`src/rtl/e203_cg_sched.sv`:
```
// Clock-gate scheduler: per-domain hold counters plus a RUN/DRAIN/SLEEP/WAKE sleep FSM.
// Define E203_CG_TCM_LS_EN to generate the registered TCM light-sleep requests.
module e203_cg_sched #(
  parameter int HOLD_CYC = 3,
  parameter int WAKE_CYC = 2
) (
  input  logic clk,
  input  logic rst,
  input  logic core_cgstop,
  input  logic ifu_active,
  input  logic exu_active,
  input  logic lsu_active,
  input  logic biu_active,
  input  logic itcm_active,
  input  logic dtcm_active,
  input  logic wfi_req,
  input  logic wake_evt,
  output logic ifu_clk_en,
  output logic exu_clk_en,
  output logic lsu_clk_en,
  output logic biu_clk_en,
  output logic itcm_clk_en,
  output logic dtcm_clk_en,
  output logic itcm_ls,
  output logic dtcm_ls,
  output logic wfi_ack,
  output logic core_sleeping
);

  typedef enum logic [1:0] {RUN, DRAIN, SLEEP, WAKE} state_t;

  localparam logic [3:0] HOLD = 4'(HOLD_CYC);
  localparam logic [3:0] WAKE_LEN = 4'(WAKE_CYC);

  state_t          state_q, state_d;
  logic [3:0]      wake_cnt_q, wake_cnt_d;
  logic            ack_d;
  logic [5:0]      act, hold_nz, dom_en;
  logic [5:0][3:0] hold_cnt;
  logic            drain_idle;

  // domain order: 0 ifu, 1 exu, 2 lsu, 3 biu, 4 itcm, 5 dtcm
  assign act = {dtcm_active, itcm_active, biu_active, lsu_active, exu_active, ifu_active};

  always_ff @(posedge clk) begin
    for (int i = 0; i < 6; i++) begin
      if (rst)                 hold_cnt[i] <= '0;
      else if (act[i])         hold_cnt[i] <= HOLD;
      else if (hold_nz[i])     hold_cnt[i] <= hold_cnt[i] - 4'd1;
    end
  end

  always_comb begin
    for (int i = 0; i < 6; i++) begin
      hold_nz[i] = |hold_cnt[i];
      dom_en[i]  = core_cgstop | act[i] | hold_nz[i];
    end
  end

  assign drain_idle = ~|(act[3:1] | hold_nz[3:1]);

  always_ff @(posedge clk) begin
    if (rst) begin
      state_q    <= RUN;
      wake_cnt_q <= '0;
    end else begin
      state_q    <= state_d;
      wake_cnt_q <= wake_cnt_d;
    end
  end

  always_comb begin
    state_d    = state_q;
    wake_cnt_d = wake_cnt_q;
    ack_d      = 1'b0;
    case (state_q)
      RUN:   if (wfi_req && !wake_evt) state_d = DRAIN;
      DRAIN: begin
        if (wake_evt || !wfi_req) state_d = RUN;
        else if (drain_idle) begin
          state_d = SLEEP;
          ack_d   = 1'b1;
        end
      end
      SLEEP: if (wake_evt) begin
        state_d    = WAKE;
        wake_cnt_d = WAKE_LEN;
      end
      WAKE: begin
        // last forced cycle when the counter reads 1
        wake_cnt_d = wake_cnt_q - 4'd1;
        if (wake_cnt_q <= 4'd1) begin
          state_d    = RUN;
          wake_cnt_d = '0;
        end
      end
      default: state_d = RUN;
    endcase
  end

  always_comb begin
    ifu_clk_en = dom_en[0];
    if (state_q == SLEEP)     ifu_clk_en = core_cgstop;
    else if (state_q == WAKE) ifu_clk_en = 1'b1;
    ifu_clk_en = ifu_clk_en | rst;
  end

  assign exu_clk_en    = rst | dom_en[1] | (state_q == WAKE);
  assign lsu_clk_en    = rst | dom_en[2];
  assign biu_clk_en    = rst | dom_en[3];
  assign itcm_clk_en   = rst | dom_en[4];
  assign dtcm_clk_en   = rst | dom_en[5];
  assign wfi_ack       = ack_d & ~rst;
  assign core_sleeping = (state_q == SLEEP) & ~rst;

`ifdef E203_CG_TCM_LS_EN
  logic [1:0] ls_q;
  always_ff @(posedge clk) begin
    if (rst) ls_q <= '0;
    else     ls_q <= ~{dtcm_clk_en, itcm_clk_en};
  end
  assign itcm_ls = ls_q[0] & ~itcm_active & ~rst;
  assign dtcm_ls = ls_q[1] & ~dtcm_active & ~rst;
`else
  assign itcm_ls = 1'b0;
  assign dtcm_ls = 1'b0;
`endif

endmodule
```
`config.mk`:
```
export PLATFORM = sky130hd
export DESIGN_NAME = e203_cg_sched
export DESIGN_NICKNAME = d
export VERILOG_FILES = /design/src/rtl/e203_cg_sched.sv
export SDC_FILE = /design/constraint.sdc
export NUM_CORES = 1
export LEC_CHECK = 0
export ABC_AREA = 1
export BUFFER_PORTS_ARGS = -buffer_cell sky130_fd_sc_hd__buf_2
export CAP_MARGIN = 10
export CORE_MARGIN = 2
export CORE_UTILIZATION = 51
export DETAILED_ROUTE_END_ITERATION = 8
export PLACE_DENSITY = 0.75
export SYNTH_ARGS = -nofsm -noshare
export SYNTH_HDL_FRONTEND = slang
export SYNTH_SLANG_ARGS = --single-unit
```
`constraint.sdc`:
```
create_clock -name clk -period 1.2 [get_ports clk]
set_input_delay 0.06 -clock clk [delete_from_list [all_inputs] [get_ports clk]]
set_output_delay 0.06 -clock clk [all_outputs]
set_load 0.005 [all_outputs]
```
==> impl_metrics.env, run 1 <==
export IMPL_cp_buffers_inverters=2
export IMPL_yosysSeqAreaShare=0.376
export IMPL_met2_usage=0.416
export IMPL_cts_hold_buf=0
export IMPL_place_ws_ps=-51.7
export IMPL_grt_overflow=0
export IMPL_cts_root_buf="clkbuf_4"
export IMPL_cts_path_max_buffers=2
export IMPL_yosys_warnings=0
export IMPL_rsz0062_at_grt="yes"
export IMPL_slew_headroom=0.601
export IMPL_leakagePower_nw=1.12
export IMPL_placed_cells=273
export IMPL_min_from="exu_active"
export IMPL_grt_pass1_vias=1517
export IMPL_synth_seq_cells=30
export IMPL_critPathMaxStageDelay_ps=340
export IMPL_first_pass_iters=5
export IMPL_globalRouteMet3Util=0.0455
export IMPL_die_h_um=59.9
export IMPL_avgSynthCellArea_sq_um=7.74
export IMPL_grt_start_max_net_pins=19
export IMPL_yosysUniqueCellTypes=28
export IMPL_wl_per_cell_um=16.5
export IMPL_core_sq_um=3000
export IMPL_routed_wl_um=5230
export IMPL_die_x_um=59.9
export IMPL_cap_violations=0
export IMPL_hpwl_um=2230
export IMPL_seq_area_sq_um=622
export IMPL_path_max_fanout=2
export IMPL_worst_slew_pin_transition_ps=597
export IMPL_num_fill_cells=156
export IMPL_period_needed_ps=1580
export IMPL_holdPathEnd="hold_cnt[6]$_SDFFE_PP0P_"
export IMPL_fin_skew_ps=6.44
export IMPL_htree_levels=2
export IMPL_layout_setup_ws_ps=-383
export IMPL_whs_path_depth=4
export IMPL_worstHoldPathType="in2reg"
export IMPL_setup_violations_final=15
export IMPL_crit_path_end_kind="output port"
export IMPL_gr_max_usage_layer="met2"
export IMPL_grt_pass1_wl_um=6440
export IMPL_crit_chain="inv_2 -> ha_4 -> nand3_4 -> nor2_4 -> nand2_2 -> nor4_2 -> buf_2"
export IMPL_ir_drop_uv=828
export IMPL_rr_worst_depth=11
export IMPL_drc=0
export IMPL_fin_hold_ws_ps=43.9
export IMPL_numCtsBuffers=5
export IMPL_ioPinCount=21
export IMPL_netlist_area_sq_um=1600
export IMPL_clock_latency_ps=340
export IMPL_syn_inst=206
export IMPL_slowest_stage="dfxtp_2"
export IMPL_portBuffers=18
export IMPL_path_delay_family="simple AND/OR/NAND/NOR gates"
export IMPL_final_core_util=0.869
export IMPL_dieArea_sq_um=3590
export IMPL_cp_arrival_ps=1520
export IMPL_grtUsageMet1=0.286
export IMPL_final_nets=310
export IMPL_final_cells=317
export IMPL_power_density_nw_per_um2=1200
export IMPL_max_freq_mhz=632
export IMPL_startpoint_type="flop"
export IMPL_r2r_slack_ps=-270
export IMPL_multi_input_area_sq_um=1200
export IMPL_grt_util_all_layers=0.242
export IMPL_antenna_cells=0
export IMPL_cts_sinks=30
export IMPL_clkSlewWorstSetupHoldPaths_ps=100
export IMPL_required_ps=1140
export IMPL_min_period_over_period=1.32
export IMPL_r2r_start="hold_cnt[8]$_SDFFE_PP0P_"
export IMPL_violations="negative setup slack"
export IMPL_drt_initial_drc_count=77
export IMPL_vias=1708
export IMPL_gp_congestion=0.833
export IMPL_drive_gt1_frac=0.623
export IMPL_rows=20
export IMPL_cts_tree="built"
export IMPL_hold_viol=0
export IMPL_initial_core_util=0.531
export IMPL_grt_antenna_before_repair=0
export IMPL_area_growth_syn_to_layout_pct=63.5
export IMPL_drtAntennaViolNets=0
export IMPL_viasPerCell=5.39
export IMPL_crit_type="reg2out"
export IMPL_report_final_slew_viol_count=0
export IMPL_status="finished, violations left"
==> power breakdown <==
group | internal [mW] | total [mW] | switching (mW)
logic | 0.665 | 1.30 | 0.638
registers | 1.11 | 1.20 | 0.0961
clock network | 0.264 | 0.626 | 0.362
total | 2.03 | 3.13 | 1.10
==> tightest hold or removal path, cell delays in order <==
cell,delay (ps)
buf_2,120
a21oi_4,40
inv_2,70
nor3_1,50
==> layout make-up <==
class / count / share of cell area
multi-input cells: 138 / 0.459
repair buffers: 76 / 0.217
clock buffers: 6 / 0.0197
inverters: 34 / 0.0504
well taps: 33 / 0.0158
flip-flops and latches: 30 / 0.238
==> Yosys cell counts <==
library cell / count / area [sq um]
a211oi_1: 1 / 7.51
a21oi_1: 14 / 70.1
a221oi_1: 1 / 8.76
a31oi_1: 1 / 6.26
and3_1: 1 / 6.26
buf_2: 2 / 10.0
buf_4: 2 / 15.0
clkbuf_2: 1 / 5.00
clkinv_2: 1 / 5.00
conb_1: 1 / 3.75
dfxtp_1: 30 / 601
ha_1: 14 / 175
inv_1: 32 / 120
inv_2: 1 / 3.75
nand2_1: 23 / 86.3
nand2_2: 6 / 37.5
nand3_1: 4 / 20.0
nand3_2: 1 / 10.0
nand4_1: 2 / 12.5
nor2_1: 15 / 56.3
nor2_2: 4 / 25.0
nor3_1: 19 / 95.1
nor4_1: 1 / 6.26
o21ai_0: 5 / 25.0
o21ai_1: 9 / 45.0
o21ai_4: 1 / 16.3
xnor2_1: 13 / 114
xor2_1: 1 / 8.76
==> layout by cell type (no fill, tap or decap), types with 10 or more instances in the layout <==
| cell | n |
|---|---|
| xnor2_1 | 13 |
| ha_4 | 10 |
| dfxtp_1 | 13 |
| inv_1 | 16 |
| dfxtp_2 | 17 |
| inv_2 | 16 |
| buf_2 | 18 |
| buf_4 | 47 |
| nand2_1 | 13 |
| nor3_1 | 18 |
| buf_6 | 11 |
==> worst max path at each step <==
stage	slack, ps	cells after the start	end	start
5_1_grt	-440	7	wfi_ack	hold_cnt[8]$_SDFFE_PP0P_
3_5_place_dp	-50	9	flop	hold_cnt[8]$_SDFFE_PP0P_
2_1_floorplan	3	8	state_q[0]$_SDFFE_PP0P_	wake_cnt_q[0]$_SDFFE_PP0P_
6_report	-380	7	wfi_ack	hold_cnt[8]$_SDFFE_PP0P_
4_1_cts	-380	7	wfi_ack	hold_cnt[9]$_SDFFE_PP0P_
3_3_place_gp	-20	7	wfi_ack	hold_cnt[4]$_SDFFE_PP0P_
==> what timing repair did <==
action,CTS,global route
gates resized for setup,67,54
gates cloned,0,0
setup buffers,29,17
pin swaps,19,29
setup endpoints to repair,11,28
==> state kept, by name (all words and copies together), names as in the netlist, named ones only <==
signal      cells
hold_cnt       24
wake_cnt_q      4
state_q         1
==> stage by stage <==
stage	TNS (ps)	power [mW]	cell area [sq um]
2_1_floorplan	0	1.63	1610
3_3_place_gp	-35.7	1.81	1860
3_5_place_dp	-138	1.83	1860
4_1_cts	-1720	2.76	2310
5_1_grt	-3490	3.25	2610
6_report	-2780	3.13	2610
==> layer usage <==
layer	share of wire	vias to the layer above
li1	-	813
met1	0.40	813
met2	0.52	66
met3	0.052	16
met4	0.028	0
met5	0	-
==> cell families after synthesis <==
logic type	share of synthesized area
compound gates	0.112
flops	0.376
fa+ha+maj	0.110
simple gates	0.223
other cells	0.00235
xor+xnor	0.0769
buf+inv	0.0996
(Power assumes the default switching activity.)
==> run 2, diff against run 1 <==
==> constraint.sdc (replaced) <==
create_clock -name clk -period 1.2 [get_ports clk]
set_input_delay 0.24 -clock clk [delete_from_list [all_inputs] [get_ports clk]]
set_output_delay 0.24 -clock clk [all_outputs]
set_load 0.005 [all_outputs]
==> run 2 against run 1 <==
The flow still finishes with violations (negative setup slack); total power rose by 8.9%; sequential power about the same; cell count up 1.9%; maximum frequency fell by 16%; via count rose by 13%; critical endpoint unchanged; largest cell class unchanged.
==> impl_metrics.env, run 2 (synthesized netlist as in run 1, its figures left out) <==
export IMPL_status="finished, violations left"
export IMPL_violations="negative setup slack"
export IMPL_setup_violations_final=18
export IMPL_grt_pass1_wl_um=7580
export IMPL_cts_sinks=30
export IMPL_num_fill_cells=124
export IMPL_viasPerCell=5.99
export IMPL_dieArea_sq_um=3590
export IMPL_leakagePower_nw=1.16
export IMPL_ir_drop_uv=1210
export IMPL_fin_skew_ps=20.8
export IMPL_finalSetupTns_ps=-4820
export IMPL_die_h_um=59.9
export IMPL_rsz0062_at_grt="yes"
export IMPL_wl_per_cell_um=21.0
export IMPL_power_density_nw_per_um2=1280
export IMPL_portBuffers=18
export IMPL_layout_setup_ws_ps=-694
export IMPL_vias=1935
export IMPL_rows=20
export IMPL_largest_reg_flops=24
export IMPL_initial_core_util=0.531
export IMPL_final_nets=314
export IMPL_min_period_over_period=1.58
export IMPL_most_common_layout_cells="52 x buf_4, 18 x buf_2, 17 x inv_1, 17 x nor3_1, 17 x dfxtp_2"
export IMPL_fin_hold_ws_ps=235
export IMPL_top_register="hold_cnt"
export IMPL_cts_root_buf="clkbuf_4"
export IMPL_max_freq_mhz=528
export IMPL_period_needed_ps=1890
export IMPL_numCtsBuffers=5
export IMPL_cts_path_max_buffers=2
export IMPL_core_sq_um=3000
export IMPL_grt_overflow=0
export IMPL_required_ps=960
export IMPL_crit_path_end_kind="output port"
export IMPL_cap_violations=0
export IMPL_final_cells=323
export IMPL_routed_wl_um=6780
export IMPL_area_growth_syn_to_layout_pct=66.9
export IMPL_finalPower_mw=3.41
export IMPL_drtAntennaViolNets=0
export IMPL_report_final_slew_viol_count=0
export IMPL_final_common_cell="buf_4"
export IMPL_worstHoldPathType="in2reg"
export IMPL_gp_congestion=0.823
export IMPL_final_area_sq_um=2660
export IMPL_htree_levels=2
export IMPL_cts_tree="built"
export IMPL_grt_antenna_before_repair=0
export IMPL_top_regs="hold_cnt (24), wake_cnt_q (4), state_q (1)"
export IMPL_clkSlewWorstSetupHoldPaths_ps=120
export IMPL_grt_start_max_net_pins=12
export IMPL_die_x_um=59.9
export IMPL_ioPinCount=21
export IMPL_first_pass_iters=7
export IMPL_startpoint_type="flop"
export IMPL_antenna_cells=0
export IMPL_drt_initial_drc_count=152
export IMPL_r2r_slack_ps=-470
export IMPL_clock_latency_ps=350
export IMPL_grt_pass1_vias=1696
export IMPL_drc=0
export IMPL_grt_util_all_layers=0.291
export IMPL_drive_gt1_frac=0.610
export IMPL_crit_type="reg2out"
export IMPL_cp_arrival_ps=1650
export IMPL_path_max_fanout=2
export IMPL_placed_cell_area_sq_um=2050
export IMPL_hpwl_um=2630
export IMPL_hold_viol=0
export IMPL_placed_cells=297
## run 2: per-layer routing
metal / wire length [um] / global-route usage / vias up
li1: - / - / 824
met1: 2360 / 0.340 / 887
met2: 3190 / 0.498 / 163
met3: 648 / 0.0714 / 61
met4: 577 / 0.127 / 0
met5: 0 / 0 / -
## run 2: path summary, 6_finish.rpt
kind | startpoint | endpoint | cells after the start
max | hold_cnt[5]$_SDFFE_PP0P_ | wfi_ack | 7
min reg2reg | wake_cnt_q[3]$_SDFFE_PP0P_ | wake_cnt_q[3]$_SDFFE_PP0P_ | 2
min | dtcm_active | hold_cnt[20]$_SDFFE_PP0P_ | 3
max reg2reg | hold_cnt[5]$_SDFFE_PP0P_ | flop | 12
## run 2: worst max-delay path, stage by stage (launching register included)
cell	delay, ps
dfxtp_2	350
inv_2	80
ha_4	160
nand3_4	100
nor2_4	150
nand2_2	70
nor4_2	210
buf_2	170
## run 2: power by group
group          internal [mW]  switching [mW]  total, mW
sequential              1.11          0.0920       1.20
combinational          0.636           0.716       1.35
clock                  0.437           0.420      0.857
total                   2.18            1.23       3.41
## run 2: timing repair
action                                  in CTS  in global routing
resized for setup                           52                 57
hold buffers                                 0                  0
setup buffers                               20                  8
pin swaps                                   13                 19
endpoints found under the setup margin      10                 25
## run 2: area by class of cell
class | count | area [sq um] | share of cell area
Inverter | 34 | 134 | 0.0503
Clock inverter | 3 | 45.0 | 0.0169
Multi-Input combinational cell | 138 | 1190 | 0.447
Timing Repair Buffer | 80 | 593 | 0.223
Sequential cell | 30 | 622 | 0.234
Tap cell | 33 | 41.3 | 0.0155
Clock buffer | 5 | 37.5 | 0.0141
## run 2: through the flow
step,utilization,worst slack (ps)
after floorplan,-,-4.26
after global placement,0.682,-166
after detailed placement,0.682,-182
after CTS,0.805,-525
after global routing,0.887,-739
final,0.887,-694
